`config.mk`:
```
export PLATFORM = sky130hd
export DESIGN_NAME = msdap_main_ctrl
export DESIGN_NICKNAME = d
export VERILOG_FILES = /design/src/rtl/msdap_pkg.sv /design/src/rtl/msdap_zero_detect.sv /design/src/rtl/msdap_main_ctrl.sv
export SDC_FILE = /design/constraint.sdc
export NUM_CORES = 1
export LEC_CHECK = 0
export CAP_MARGIN = 20
export CORE_MARGIN = 8
export CORE_UTILIZATION = 35
export DETAILED_ROUTE_END_ITERATION = 8
export SLEW_MARGIN = 30
export SYNTH_ARGS = -nofsm -noshare
export SYNTH_HDL_FRONTEND = slang
export SYNTH_HIERARCHICAL = 1
export SYNTH_SLANG_ARGS = --single-unit
```
`constraint.sdc`:
```
create_clock -name Sclk -period 3.5 [get_ports Sclk]
set_input_delay 0.525 -clock Sclk [delete_from_list [all_inputs] [get_ports Sclk]]
set_output_delay 0.525 -clock Sclk [all_outputs]
set_load 0.01 [all_outputs]
```
`src/rtl/msdap_pkg.sv`:
```
// rtl/msdap_pkg.sv - shared state enum, default depths and sample type for the MSDAP controller
package msdap_pkg;

  typedef enum logic [2:0] {
    ST_INIT,
    ST_LOAD_RJ,
    ST_LOAD_COEFF,
    ST_WORKING,
    ST_CLEARING,
    ST_SLEEPING
  } msdap_state_e;

  localparam int MSDAP_RJ_DEPTH    = 16;
  localparam int MSDAP_COEFF_DEPTH = 512;
  localparam int MSDAP_DATA_DEPTH  = 256;
  localparam int MSDAP_ZERO_RUN    = 800;
  localparam int MSDAP_ADDR_W      = 9;

  typedef logic [15:0] sample_t;

endpackage

```
`src/rtl/msdap_zero_detect.sv`:
```
// rtl/msdap_zero_detect.sv - zero-run counter and sleep/wake decision (built only with MSDAP_SLEEP_EN)
module msdap_zero_detect
  import msdap_pkg::*;
#(
  parameter int ZERO_RUN = MSDAP_ZERO_RUN
) (
  input  logic        Sclk,
  input  logic        Reset_n,
  input  logic        clr,
  input  logic        sampleValid,
  input  logic [15:0] sampleL,
  input  logic [15:0] sampleR,
  input  logic        sleeping,
  output logic        enterSleep,
  output logic        wakeUp
);

  localparam int CNT_W = $clog2(ZERO_RUN + 1);

  logic [CNT_W-1:0] zeroCnt;
  sample_t          orWord;
  logic             isZero;

  assign orWord = sampleL | sampleR;
  assign isZero = (orWord == '0);

  // zeroCnt holds the zeros seen before this word, so ZERO_RUN-1 means this word completes the run
  assign enterSleep = sampleValid && isZero && !sleeping && (zeroCnt == CNT_W'(ZERO_RUN - 1));
  assign wakeUp     = sampleValid && !isZero && sleeping;

  always_ff @(posedge Sclk or negedge Reset_n) begin
    if (!Reset_n) begin
      zeroCnt <= '0;
    end else if (clr) begin
      zeroCnt <= '0;
    end else if (sampleValid) begin
      if (!isZero)
        zeroCnt <= '0;
      else if (zeroCnt != CNT_W'(ZERO_RUN))
        zeroCnt <= zeroCnt + 1'b1;
    end
  end

endmodule

```
`src/rtl/msdap_main_ctrl.sv`:
```
// rtl/msdap_main_ctrl.sv - MSDAP sequencing controller: memory sweep, Rj/coeff load, sample steering
// Zero-input sleep mode is built only when MSDAP_SLEEP_EN is defined.
module msdap_main_ctrl
  import msdap_pkg::*;
#(
  parameter int RJ_DEPTH    = MSDAP_RJ_DEPTH,
  parameter int COEFF_DEPTH = MSDAP_COEFF_DEPTH,
  parameter int DATA_DEPTH  = MSDAP_DATA_DEPTH,
  parameter int ZERO_RUN    = MSDAP_ZERO_RUN,
  parameter int ADDR_W      = MSDAP_ADDR_W
) (
  input  logic                          Sclk,
  input  logic                          Reset_n,
  input  logic                          Start,
  input  logic                          clear_req,
  input  logic                          word_valid,
  input  logic [15:0]                   word_l,
  input  logic [15:0]                   word_r,
  input  logic                          comp_busy,
  output logic                          InReady,
  output logic                          rj_we,
  output logic                          coeff_we,
  output logic                          data_we,
  output logic [ADDR_W-1:0]             wr_addr,
  output logic [15:0]                   wr_data_l,
  output logic [15:0]                   wr_data_r,
  output logic [$clog2(DATA_DEPTH)-1:0] data_ptr,
  output logic                          comp_start,
  output logic                          sleep,
  output logic                          overrun
);

  localparam int PTR_W = $clog2(DATA_DEPTH);

  msdap_state_e     state;
  logic [PTR_W:0]   sweepCnt;
  logic [ADDR_W-1:0] loadAddr;
  logic             compPend;
  logic             runState;
  logic             clearHit;
  logic             wordHit;
  logic [PTR_W-1:0] nextPtr;
  logic             enterSleep;
  logic             wakeUp;

  assign runState = (state == ST_WORKING) || (state == ST_SLEEPING);
  assign clearHit = clear_req && runState;
  assign wordHit  = word_valid && InReady && !Start && !clearHit;
  assign nextPtr  = data_ptr + 1'b1;

`ifdef MSDAP_SLEEP_EN
  logic sleepPend;

  msdap_zero_detect #(
    .ZERO_RUN (ZERO_RUN)
  ) u_zero_detect (
    .Sclk        (Sclk),
    .Reset_n     (Reset_n),
    .clr         (Start || clearHit),
    .sampleValid (wordHit && runState),
    .sampleL     (word_l),
    .sampleR     (word_r),
    .sleeping    (state == ST_SLEEPING),
    .enterSleep  (enterSleep),
    .wakeUp      (wakeUp)
  );
`else
  assign enterSleep = 1'b0;
  assign wakeUp     = 1'b0;
  assign sleep      = 1'b0;
`endif

  always_ff @(posedge Sclk or negedge Reset_n) begin
    if (!Reset_n) begin
      state      <= ST_INIT;
      sweepCnt   <= '0;
      loadAddr   <= '0;
      compPend   <= 1'b0;
      InReady    <= 1'b0;
      rj_we      <= 1'b0;
      coeff_we   <= 1'b0;
      data_we    <= 1'b0;
      wr_addr    <= '0;
      wr_data_l  <= '0;
      wr_data_r  <= '0;
      data_ptr   <= '0;
      comp_start <= 1'b0;
      overrun    <= 1'b0;
`ifdef MSDAP_SLEEP_EN
      sleep      <= 1'b0;
      sleepPend  <= 1'b0;
`endif
    end else begin
      rj_we      <= 1'b0;
      coeff_we   <= 1'b0;
      data_we    <= 1'b0;
      compPend   <= 1'b0;
      comp_start <= compPend;
`ifdef MSDAP_SLEEP_EN
      sleepPend  <= 1'b0;
      if (sleepPend) sleep <= 1'b1;
`endif
      if (Start) begin
        state      <= ST_INIT;
        sweepCnt   <= '0;
        loadAddr   <= '0;
        InReady    <= 1'b0;
        data_ptr   <= '0;
        comp_start <= 1'b0;
        overrun    <= 1'b0;
`ifdef MSDAP_SLEEP_EN
        sleep      <= 1'b0;
`endif
      end else if (clearHit) begin
        state    <= ST_CLEARING;
        sweepCnt <= '0;
        InReady  <= 1'b0;
`ifdef MSDAP_SLEEP_EN
        sleep    <= 1'b0;
`endif
      end else begin
        case (state)
          ST_INIT, ST_CLEARING: begin
            // one extra cycle after the last write keeps InReady off the final sweep beat
            if (sweepCnt == (PTR_W+1)'(DATA_DEPTH)) begin
              state    <= (state == ST_INIT) ? ST_LOAD_RJ : ST_WORKING;
              InReady  <= 1'b1;
              sweepCnt <= '0;
              data_ptr <= '1;
            end else begin
              data_we   <= 1'b1;
              wr_addr   <= ADDR_W'(sweepCnt);
              wr_data_l <= '0;
              wr_data_r <= '0;
              sweepCnt  <= sweepCnt + 1'b1;
            end
          end
          ST_LOAD_RJ, ST_LOAD_COEFF: begin
            if (wordHit) begin
              rj_we     <= (state == ST_LOAD_RJ);
              coeff_we  <= (state == ST_LOAD_COEFF);
              wr_addr   <= loadAddr;
              wr_data_l <= word_l;
              wr_data_r <= word_r;
              if ((state == ST_LOAD_RJ && loadAddr == ADDR_W'(RJ_DEPTH - 1)) ||
                  (state == ST_LOAD_COEFF && loadAddr == ADDR_W'(COEFF_DEPTH - 1))) begin
                state    <= (state == ST_LOAD_RJ) ? ST_LOAD_COEFF : ST_WORKING;
                loadAddr <= '0;
              end else begin
                loadAddr <= loadAddr + 1'b1;
              end
            end
          end
          ST_WORKING, ST_SLEEPING: begin
            if (wordHit) begin
              data_we   <= 1'b1;
              wr_addr   <= ADDR_W'(nextPtr);
              wr_data_l <= word_l;
              wr_data_r <= word_r;
              data_ptr  <= nextPtr;
              if (state == ST_WORKING || wakeUp) begin
                compPend <= 1'b1;
                if (comp_busy) overrun <= 1'b1;
              end
              if (enterSleep) state <= ST_SLEEPING;
              if (wakeUp)     state <= ST_WORKING;
`ifdef MSDAP_SLEEP_EN
              sleepPend <= enterSleep;
              if (wakeUp) sleep <= 1'b0;
`endif
            end
          end
          default: state <= ST_INIT;
        endcase
      end
    end
  end

endmodule

```
# --- After elaboration in Yosys (flattened, before gate mapping) ---
# Cells that the tools add are included.
op_classes:
  add_sub_neg: 3
  n_mul: 0
  div: 0
  magnitude_cmp: 0
  eq_ne: 19
  shifts: 0
  n_mux: 60
  bitwise: 2
  n_reduce_logical: 32
op_table:
  columns: ["operator", "n"]
  rows:
  - ["9-bit two-way mux", 12]
  - ["16-bit one-hot mux with 2 select lines", 2]
  - ["16-bit two-way mux", 3]
  - ["8-bit two-way mux", 4]
  - ["1-bit two-way mux", 29]
  - ["9-bit one-hot mux with 3 select lines", 1]
  - ["9-bit by 1-bit adder with 9-bit output (second input constant)", 2]
  - ["9-bit equality test (second input constant)", 2]
  - ["8-bit one-hot mux with 2 select lines", 1]
  - ["3-bit two-way mux", 5]
  - ["4-bit != test (second input constant)", 3]
  - ["2-bit nonzero test", 6]
  - ["3-bit nonzero test", 4]
  - ["5-bit AND reduction", 2]
  - ["9-bit by 4-bit equality test with 1-bit output (second input constant)", 1]
  - ["3-bit != test (second input constant)", 3]
  - ["3-bit one-hot mux with 3 select lines", 1]
  - ["8-bit by 1-bit adder with 8-bit output (second input constant)", 1]
  - ["2-bit != test (second input constant)", 4]
  - ["4-bit AND reduction", 2]
  - ["3-bit by 2-bit equality test with 1-bit output (second input constant)", 2]
  - ["3-bit equality test (second input constant)", 2]
  - ["1-bit logical AND", 6]
  - ["6-bit AND reduction", 1]
  - ["12 further kinds", 17]
word_totals:
  register_bits: 77
  latch_bits: 0
  ramBits: 0
  mem_bits_ro: 0
  input_bits: 38
  mem_count: 0

# --- Depth between registers and ports, before layout ---
# Gate-level depths: netlist (run 1).
depth:
  depth_word: 9
  ltp_mapped: 9

# --- Worst setup path after synthesis (run 1) ---
# OpenSTA, ideal clock, no wires.
synth_timing:
  path_type: "reg2reg"
  start: "register loadAddr[0]"
  end: "register state[0]"
  setup_ns: 0.120
  arrival_ns: 2.130
  t_required_ns: 3.380
  setup_slack_ns: 1.250
  path_stages_with_launch: 10
  path_buffers: 0
  path_cell_list: "dfrtp_1 > ha_1 > nand3_1 > nor3_1 > ha_1 > or4bb_1 > o31a_1 > o31ai_4 > a311oi_1 > a41o_1"
synth_between:
  elab_chain_cells: 5
  elab_cells_between_ends: 7
  cone_classes: "eq/ne (3); reduce/logical (4)"
synth_rtl:
  columns: ["element", "line_no", "source"]
  rows:
  - ["from (decl)", "msdap_main_ctrl.sv:37", "logic [ADDR_W-1:0] loadAddr;"]
  - ["from (signal assigned)", "msdap_main_ctrl.sv:150", "loadAddr <= loadAddr + 1'b1;"]
  - ["9-bit by 4-bit equality test with 1-bit output / 9-bit equality test (equally long branches)", "msdap_main_ctrl.sv:145, msdap_main_ctrl.sv:146", null]
  - ["1-bit logical AND, on equally long branches", "msdap_main_ctrl.sv:145, msdap_main_ctrl.sv:146", null]
  - ["1-bit logical OR (*)", "msdap_main_ctrl.sv:145", "if ((state == ST_LOAD_RJ && loadAddr == ADDR_W'(RJ_DEPTH - 1)) ||"]
  - ["4-bit != test (no source line) (*)", null, null]
  - ["4-bit AND reduction (no source line) (*)", null, null]
  - ["to (signal assigned)", "msdap_main_ctrl.sv:126", "state <= (state == ST_INIT) ? ST_LOAD_RJ : ST_WORKING;"]
  - ["to (signal assigned)", "msdap_main_ctrl.sv:147", "state <= (state == ST_LOAD_RJ) ? ST_LOAD_COEFF : ST_WORKING;"]
  - ["to (decl)", "msdap_main_ctrl.sv:35", "msdap_state_e state;"]
# Every way passes the cells marked *; elsewhere a longest branch is shown, timed or not.
# A chain may end at the register's enable or synchronous reset.

# --- Worst setup path in the final report (run 1) ---
layout_timing:
  start: "register loadAddr[0]"
  end: "register loadAddr[5]"
layout_between:
  elab_chain_cells: 8
  elab_cells_between_ends: 11
  cone_classes: "add/sub (1); eq/ne (2); mux (5); reduce/logical (3)"
layout_rtl:
  columns: ["element", "line_no", "source"]
  rows:
  - ["branches (longest 3 deep; another with 9-bit by 1-bit adder with 9-bit output)", null, null]
  - ["9-bit two-way mux (*)", "msdap_main_ctrl.sv:145", null]
  - ["9-bit two-way mux (*)", "msdap_main_ctrl.sv:139", "if (wordHit) begin"]
  - ["9-bit two-way mux (*)", "msdap_main_ctrl.sv:122", "case (state)"]
  - ["9-bit two-way mux (*)", "msdap_main_ctrl.sv:114", "end else if (clearHit) begin"]
  - ["9-bit two-way mux (*)", "msdap_main_ctrl.sv:103", "if (Start) begin"]
# Every way passes the cells marked *. The select of a mux whose other input is x is not followed.

==> results.cfg, run 1 <==
[clock_tree]
number_of_setup_buffers_added_after_cts = 0
clockRootBuffer = clkbuf_8
cts_bufs_inserted = 9
cts_tree = yes
cts_num_sinks = 77
max-clock-path-buffers = 2
clk_latency_ps = 350
cts-hold-fix-buffers = 0
cts-htree-levels = 3
cts-resized-gates = 0
path_clk_slew_ps = 80

[floorplan]
initial_core_util_pct = 35.9
die_area_sq_um = 14800
floorplan.die.height_um = 122
rows = 38
chipWidth_um = 122
coreArea_sq_um = 10800
ios = 94

[final_layout]
fillCellCount = 1060
seqCellArea_sq_um = 1930
post_route_cells_drive_above_1_share_pct = 6.36
layout.nets = 558
area_of_the_multi_input_gates_sq_um = 1800
antenna-diode-count = 0
area_growth_syn_to_layout_pct = 32.9

[drt]
first_iteration_detailed_routing_drc_count = 357
wl_per_cell_um = 16.4
viasPerCell = 5.25
wl_um = 10800
dr_total_vias = 3461
first_pass_iters = 5
ant_nets = 0
drc_errors = 0

[global_routing]
globalRouteOverflowTotal = 0
grt_antenna_before_repair = 0
grt_pass1_wl_um = 17700
first_global_vias = 3303
global_route.usage.met2_pct = 21.7
grtUsageMet1_pct = 20.4
grt-busiest-layer = met2
grt_usage_pct = 14.9
grt_start_max_net_pins = 51
global_route.usage.met3_pct = 4.79

[timing]
tightestPinTransition_ps = 756
finClkSkew_ps = 13.3
timing.slew.headroom_pct = 49.4
maxSlewViolCount = 0
report.final.hold_viol_count = 0
tns_ps = 0
setup_repair_after_global_routing_missed_its_margin = false
timing.final.setup_violations = 0
achievable-frequency_mhz = 386
finalHoldWorstSlack_ps = 83.9
minimum_clock_period_after_layout_ps = 2590
final_min_period_over_clock_period_pct = 74.0

[critical_path]
worstSetupPathType = reg2reg
endpoint_of_the_worst_register_to_register_path = loadAddr[5]$_DFFE_PN0P_
max_stage_delay_ps = 470
worstPathArrival_ps = 2810
reg2reg_from = loadAddr[0]$_DFFE_PN0P_
series_of_cell_instances_along_the_critical_path = ha_1, nand3_1, nor3_1, ha_1, or4bb_1, o31a_1, a21oi_1, nor2_1
required_ps = 3720
worst_setup_path_start_kind = flip-flop
critical_path.slowest_cell = or4bb_1
reg2regPathDepth = 8
worst_setup_end_kind = flip-flop
rrSetupSlack_ps = 910
timing.critical_path.mode_cell = ha_1
path_max_fanout = 6

[synthesis]
count_of_flip_flops_with_a_built_in_enable_after_synthesis = 0
synth.largest_area_cell = dfrtp_1
synth_cells = 435
cell_area_synth_sq_um = 3900
portion_of_the_post_synthesis_area_used_by_sequential_elements_pct = 49.5
synthDominantCellAreaShare_pct = 49.5
yosys_warnings = 6
synth.most_common_cell = nand2_1
dominantRegCellSynth = dfrtp_1
postSynth.asyncResetShare_pct = 100
ys_ff_latch = 77
synth_common_cells = nand2_1, dfrtp_1, o21ai_0
ys_top_cells_by_area = dfrtp_1, nand2_1, o21ai_0, a21oi_1, nor2_1
synth.net_count = 478
synthDistinctLibCells = 57
avgSynthCellArea_sq_um = 8.96

[run_status]
run_status = complete, no violations

[placed_design]
detailed_place_hpwl_um = 8010
globalplace.congestion = 0.889
portbufs = 92

[pwr]
pwr_density_cell_nw_per_um2 = 525
max_rail_drop_vdd_mv = 0.204
static-leakage-power_nw = 2.14

[worst_hold_path]
hold_path.class = in2async

[job]
drv_cap = 0
[final cells by class]
type	instances	share of cell area [%]
inverters	9	0.652
repair buffers	100	19.3
clock inverters	5	2.08
flip-flops and latches	77	37.2
well taps	140	3.38
clock buffers	10	2.66
multi-input cells	318	34.8
[worst max-delay path by stage]
stage	start	end	slack (ps)	cells after the start
2_1_floorplan	loadAddr[0]$_DFFE_PN0P_	state[0]$_DFFE_PN0P_	1250	9
3_3_place_gp	clear_req	wr_data_r[11]$_DFFE_PN0P_	890	6
3_5_place_dp	clear_req	wr_data_r[13]$_DFFE_PN0P_	800	6
4_1_cts	loadAddr[0]$_DFFE_PN0P_	loadAddr[5]$_DFFE_PN0P_	920	8
5_1_grt	loadAddr[0]$_DFFE_PN0P_	loadAddr[6]$_DFFE_PN0P_	680	8
6_report	loadAddr[0]$_DFFE_PN0P_	loadAddr[5]$_DFFE_PN0P_	910	8
[registers in the layout, summed over array words and instances (netlist names), 3 cells and up]
register and cells:
sweepCnt 9, wr_data_l 16, wr_data_r 16, state 3
data_ptr 8, wr_addr 9, loadAddr 9
[power breakdown]
group | total, mW | switching (mW) | internal [mW]
Clock | 0.825 | 0.332 | 0.493
Sequential | 1.11 | 0.0949 | 1.02
Combinational | 0.782 | 0.405 | 0.377
Total | 2.72 | 0.832 | 1.89
[cell families after synthesis]
kind of cell	Yosys count	synth area share, %
compound gates	124	19.9
xor+xnor	12	2.70
fa+ha+maj	5	1.61
buf+inv	40	4.62
flops	77	49.5
mux	3	0.835
other cells	1	0.0962
simple gates	173	20.8
[through the flow]
stage | setup slack (ps) | area, sq um | cells | utilization, % | total power [mW]
floorplan | 1250 | 3900 | 435 | - | 1.50
CTS | 922 | 5180 | 659 | 47.8 | 2.75
detailed placement | 799 | 4930 | 644 | 45.5 | 1.92
global placement | 887 | 4910 | 643 | 45.3 | 1.90
finish | 911 | 5180 | 659 | 47.8 | 2.72
global route | 679 | 5180 | 659 | 47.8 | 2.88
[critical path: cells and delay by family, from the launching register on]
family | cells | cell delay (ps)
AND/OR/NAND/NOR | 4 | 990
adder cells (fa/ha/maj) | 2 | 360
AO/OA/AOI/OAI | 2 | 640
flip-flops | 1 | 460
[metal layers]
| metal | vias up | part of all wire [%] |
|---|---|---|
| met5 | - | 0 |
| met4 | 0 | 1.2 |
| met3 | 12 | 8.7 |
| met2 | 123 | 44 |
| met1 | 1643 | 46 |
| li1 | 1683 | - |
[layout by cell type (no fill, tap or decap), drive strengths merged, types with 2 or more instances in the layout]
master / netlist / final
a211oi: 3 / 3
a21oi: 20 / 20
a221oi: 4 / 4
a22o: 4 / 4
a22oi: 2 / 2
a311oi: 6 / 6
a31oi: 3 / 3
and2: 2 / 2
and3: 5 / 5
and3b: 2 / 2
and4b: 2 / 2
buf: 12 / 9
bufinv: 0 / 3
clkbuf: 19 / 10
clkdlybuf4s50: 0 / 91
dfrtp: 77 / 77
ha: 5 / 5
inv: 9 / 10
mux2: 2 / 2
nand2: 95 / 95
nand2b: 4 / 4
nand3: 12 / 12
nand4: 2 / 2
nor2: 21 / 21
nor2b: 8 / 8
nor3: 9 / 9
nor4: 2 / 2
nor4b: 2 / 2
o21ai: 63 / 63
o221ai: 2 / 2
o31a: 2 / 2
o31ai: 4 / 4
or3: 2 / 2
xnor2: 8 / 8
xor2: 4 / 4
Power figures use the tool's default switching activity.
==> inputs of run 2 (changes only) <==
==> constraint.sdc (replaced) <==
create_clock -name Sclk -period 2.4 [get_ports Sclk]
set_input_delay 0.36 -clock Sclk [delete_from_list [all_inputs] [get_ports Sclk]]
set_output_delay 0.36 -clock Sclk [all_outputs]
set_load 0.01 [all_outputs]
==> run 2 against run 1 <==
- count of clock-buffer cells in the layout rose by 1
- power rose by 40%
- flip-flop and latch count did not move
==> results.cfg, run 2 (synthesized netlist as in run 1, its figures left out) <==
[drt]
first_pass_iters = 4
viasPerCell = 5.13
wl_per_cell_um = 16.2
ant_nets = 0
first_iteration_detailed_routing_drc_count = 191
drc_errors = 0
dr_total_vias = 3482
wl_um = 11000

[critical_path]
cp_top_family = simple AND/OR/NAND/NOR gates
max_stage_delay_ps = 480
series_of_cell_instances_along_the_critical_path = nand2_1, nor3_2, ha_1, or4bb_1, o31a_1, o31ai_4, a311oi_1, a41o_1
worstSetupPathType = reg2reg
path_max_fanout = 6
critical_path.slowest_cell = dfrtp_1
buffers_and_inverters_on_the_worst_path = 0
worst_setup_path_start_kind = flip-flop
worstPathArrival_ps = 2450
required_ps = 2640
worst_setup_end_kind = flip-flop

[placed_design]
portbufs = 92
preCtsSetupSlack_ps = 134
detailed_place_hpwl_um = 8150
globalplace.congestion = 0.917

[floorplan]
initial_core_util_pct = 35.9
rows = 38
floorplan.die.height_um = 122
ios = 94
chipWidth_um = 122
die_area_sq_um = 14800
coreArea_sq_um = 10800

[global_routing]
grt_pass1_wl_um = 17800
grt_usage_pct = 15.0
grt_start_max_net_pins = 54
globalRouteOverflowTotal = 0
first_global_vias = 3390
grt_antenna_before_repair = 0

[pwr]
pwr_density_cell_nw_per_um2 = 721
combinationalPowerShare_pct = 32.0
switching_share_pct = 32.2
sequentialPowerShare_pct = 41.7
switching_pwr_mw = 1.23
power.clock.fraction_pct = 26.3
static-leakage-power_nw = 2.22
max_rail_drop_vdd_mv = 0.345
internal_power_mw = 2.59

[timing]
achievable-frequency_mhz = 453
finalHoldWorstSlack_ps = 476
setup_repair_after_global_routing_missed_its_margin = false
maxSlewViolCount = 0
tns_ps = 0
timing.final.setup_violations = 0
final_min_period_over_clock_period_pct = 92.0
finClkSkew_ps = 9.54
minimum_clock_period_after_layout_ps = 2210
report.final.hold_viol_count = 0
fin_ws_ps = 192

[clock_tree]
path_clk_slew_ps = 80
max-clock-path-buffers = 2
clockRootBuffer = clkbuf_8
clk_latency_ps = 350
cts_num_sinks = 77
cts-htree-levels = 3
cts_tree = yes
cts_bufs_inserted = 9

[final_layout]
utilization_pct = 48.9
antenna-diode-count = 0
fillCellCount = 1032
layout.nets = 577
layout_top_registers = wr_data_l (16), wr_data_r (16)
post_route_cells_drive_above_1_share_pct = 9.65
area_of_the_multi_input_gates_sq_um = 1810
seqCellArea_sq_um = 1930
area_growth_syn_to_layout_pct = 36.0
most_frequent_standard_cell_in_the_layout_excluding_fill_and_tap_cells = nand2_1
mostFrequentLayoutCells = nand2_1, clkdlybuf4s50_1, dfrtp_1, o21ai_0, buf_4

[worst_hold_path]
hold_path.class = in2async

[run_status]
run_status = complete, no violations

[job]
drv_cap = 0
-- run 2: worst reg2reg max path: stages, from the launching register on --
cell,delay (ps)
dfrtp_1,480
nand2_1,100
nor3_2,170
ha_1,150
or4bb_1,470
o31a_1,170
o31ai_4,210
a311oi_1,120
a41o_1,220
-- run 2: final timing paths --
kind | from | end | slack [ps] | cells past startpoint
setup / recovery | loadAddr[6]$_DFFE_PN0P_ | state[0]$_DFFE_PN0P_ | 190 | 8
hold / removal | Reset_n | wr_data_l[3]$_DFFE_PN0P_ | 480 | 2
setup reg to reg | loadAddr[6]$_DFFE_PN0P_ | state[0]$_DFFE_PN0P_ | 190 | 8
hold reg to reg | compPend$_DFF_PN0_ | comp_start$_DFF_PN0_ | 480 | 1
max in group asynchronous | Reset_n | state[1]$_DFFE_PN0P_ | 1330 | 3
min in group Sclk | compPend$_DFF_PN0_ | comp_start$_DFF_PN0_ | 480 | 1
-- run 2: repair_timing --
item,in CTS,in global routing
setup endpoints to repair,0,7
endpoints found under the hold margin,32,0
setup buffers,0,1
resized for setup,0,2
hold buffers,1,0
-- run 2: metrics by stage --
stage | std cells | cell area, sq um | power (mW)
6_report | 679 | 5300 | 3.82
5_1_grt | 679 | 5300 | 4.07
4_1_cts | 678 | 5280 | 3.86
3_5_place_dp | 661 | 5070 | 2.84
3_3_place_gp | 661 | 5070 | 2.81
2_1_floorplan | 435 | 3900 | 2.19
-- run 2: cell type report --
type,count,area share [%]
tap,140,3.31
inverter,9,0.637
timing repair buffer,119,21.7
clock inverter,5,1.13
sequential,77,36.4
clock buffer,11,2.67
multi-input combinational,318,34.2
-- run 2: power groups by stage --
| stage | Combinational [mW] | Sequential [mW] | Clock [mW] |
|---|---|---|---|
| after floorplan | 0.504 | 1.69 | 0 |
| after global placement | 1.20 | 1.61 | 0 |
| after CTS | 1.23 | 1.59 | 1.04 |
| after detailed placement | 1.22 | 1.62 | 0 |
| final | 1.22 | 1.59 | 1.01 |
| after global routing | 1.35 | 1.62 | 1.10 |
-- run 2: metal layers --
| layer | track usage [%] | share of wire (%) | wire, um |
|---|---|---|---|
| met2 | 22.5 | 44 | 4800 |
| met3 | 4.79 | 7.4 | 816 |
| met1 | 20.3 | 48 | 5260 |
| met4 | 4.09 | 1.2 | 131 |
| met5 | 0 | 0 | 0 |
==> inputs of run 3 (changes only) <==
--- a/config.mk
+++ b/config.mk
@@ -9,6 +9,7 @@
 export CORE_MARGIN = 8
 export CORE_UTILIZATION = 35
 export DETAILED_ROUTE_END_ITERATION = 8
+export SETUP_SLACK_MARGIN = 0.3
 export SLEW_MARGIN = 30
 export SYNTH_ARGS = -nofsm -noshare
 export SYNTH_HDL_FRONTEND = slang
==> constraint.sdc (replaced) <==
create_clock -name Sclk -period 2.17 [get_ports Sclk]
set_input_delay 0.3255 -clock Sclk [delete_from_list [all_inputs] [get_ports Sclk]]
set_output_delay 0.3255 -clock Sclk [all_outputs]
set_load 0.01 [all_outputs]
==> run 3 against run 2 <==
- the flow now finishes with violations (negative setup slack)
- combinational power increased by 66%
- design area increased by 18%
- register-to-register slack got worse by 250 ps
- count of clock-buffer cells in the layout fell by 1
- maximum frequency fell by 0.90%
- core utilization rose by 8.8 points
- die area unchanged
- critical path depth is 1 higher
- sequential power increased by 14%
- hold slack got worse by 6.0 ps
- power up 33%
- critical path type unchanged
- highest routed layer unchanged
- critical endpoint unchanged
- first-iteration DRC count is 51% higher
==> results.cfg, run 3 (synthesized netlist as in run 1, its figures left out) <==
[run_status]
run_status = finished, violations left
violations = negative setup slack

[placed_design]
detailed_place_hpwl_um = 8390
globalplace.congestion = 0.867
portbufs = 92
dpl-instance-area_sq_um = 5190

[clock_tree]
path_clk_slew_ps = 80
cts-htree-levels = 3
clk_latency_ps = 370
clockRootBuffer = clkbuf_8
cts_num_sinks = 77
cts_tree = yes
max-clock-path-buffers = 2
cts_bufs_inserted = 9

[drt]
first_pass_iters = 4
wl_per_cell_um = 17.9
first_iteration_detailed_routing_drc_count = 288
drc_errors = 0
wl_um = 12800
ant_nets = 0
viasPerCell = 5.30
dr_total_vias = 3793

[critical_path]
timing.critical_path.mode_cell = ha_2
critical_path.slowest_cell = or4bb_1
worstPathArrival_ps = 2490
worst_setup_end_kind = flip-flop
required_ps = 2430
worstSetupPathType = reg2reg
worst_setup_path_start_kind = flip-flop
reg2regPathDepth = 9
path_max_fanout = 4
series_of_cell_instances_along_the_critical_path = ha_2, nand3_2, nor3_2, ha_2, or4bb_1, o31a_1, o31ai_4, a311oi_2, a41o_1
max_stage_delay_ps = 470

[timing]
final_min_period_over_clock_period_pct = 103
finalHoldWorstSlack_ps = 470
achievable-frequency_mhz = 449
timing.final.setup_violations = 1
timing.slew.headroom_pct = 65.6
setup_repair_after_global_routing_missed_its_margin = true
fin_ws_ps = -58.2
report.final.hold_viol_count = 0
maxSlewViolCount = 0
tightestPinTransition_ps = 515
finClkSkew_ps = 6.53
minimum_clock_period_after_layout_ps = 2230

[pwr]
pwr_density_cell_nw_per_um2 = 814
max_rail_drop_vdd_mv = 0.453
static-leakage-power_nw = 2.72
report.power.total_mw = 5.09

[floorplan]
ios = 94
die_area_sq_um = 14800
coreArea_sq_um = 10800
floorplan.die.height_um = 122
rows = 38
initial_core_util_pct = 35.9
chipWidth_um = 122

[global_routing]
first_global_vias = 3454
grt_usage_pct = 15.5
globalRouteOverflowTotal = 0
grt_pass1_wl_um = 18400
grt_antenna_before_repair = 0
grt_start_max_net_pins = 43

[job]
drv_cap = 0

[final_layout]
area_growth_syn_to_layout_pct = 60.4
post_route_cells_drive_above_1_share_pct = 30.3
most_frequent_standard_cell_in_the_layout_excluding_fill_and_tap_cells = clkdlybuf4s50_1
antenna-diode-count = 0
mostFrequentLayoutCells = clkdlybuf4s50_1, dfrtp_1, nand2_1, buf_4, o21ai_2
layout.nets = 613
design_area_sq_um = 6250
layout_top_registers = wr_data_l (16), wr_data_r (16)

[worst_hold_path]
hold_path.class = in2async
-- run 3: cell count changes in the layout (fill, tap and decap cells not counted), sizes merged --
| cell | previous run | this run |
|---|---|---|
| inv | 9 | 8 |
| buf | 27 | 54 |
| clkbuf | 11 | 19 |
| clkinvlp | 1 | 2 |
| bufinv | 1 | 2 |
-- run 3: final timing paths --
check                                             start                  endpoint  slack (ps)
worst max-delay path            loadAddr[1]$_DFFE_PN0P_      state[0]$_DFFE_PN0P_         -60
worst min-delay path                            Reset_n  wr_data_l[1]$_DFFE_PN0P_         470
worst max register to register  loadAddr[1]$_DFFE_PN0P_      state[0]$_DFFE_PN0P_         -60
worst min register to register       compPend$_DFF_PN0_      comp_start$_DFF_PN0_         470
max in group asynchronous                       Reset_n   data_ptr[0]$_DFFE_PN0P_        1070
min in group Sclk                    compPend$_DFF_PN0_      comp_start$_DFF_PN0_         470
-- run 3: critical path: cells and delay by family, from the launching register on --
kind	cells	cell delay (ps)
AO/OA/AOI/OAI	4	730
AND/OR/NAND/NOR	3	670
adder cells (fa/ha/maj)	2	370
flip-flops	1	360
-- run 3: routing by layer --
layer	GRT usage [%]	wire, um
met5	0	0
met4	5.32	235
met3	4.89	845
met2	23.4	5990
met1	20.7	5740
-- run 3: cell type report --
| type | count | area [sq um] |
|---|---|---|
| clock buffers | 10 | 138 |
| clock inverters | 6 | 86.3 |
| fillers | 935 | 4590 |
| inverters | 9 | 37.5 |
| multi-input cells | 318 | 2210 |
| flip-flops and latches | 77 | 1930 |
| well taps | 140 | 175 |
| repair buffers | 155 | 1670 |
-- run 3: power by group --
group | total (mW) | leakage, nW | switching, mW | internal [mW]
clock | 1.24 | 0.112 | 0.566 | 0.677
sequential | 1.82 | 1.05 | 0.179 | 1.64
combinational | 2.02 | 1.56 | 0.953 | 1.07
total | 5.09 | 2.72 | 1.70 | 3.39
-- run 3: through the flow --
step                setup TNS [ps]  utilization [%]  worst slack [ps]  std cells
floorplan                        0                -              14.8        435
global placement                 0             47.9              30.9        673
detailed placement           -5.55             47.9             -5.55        673
CTS                          -11.5             50.5             -11.5        692
global route                 -1000             57.7              -161        715
finish                       -58.2             57.7             -58.2        715
-- run 3: repair_timing --
item / CTS / global route
endpoints found under the hold margin: 38 / 0
pin swaps: 1 / 40
hold buffers: 1 / 0
endpoints found under the setup margin: 65 / 65
gates resized for setup: 5 / 137
buffers inserted: 2 / 10
gates cloned: 0 / 13
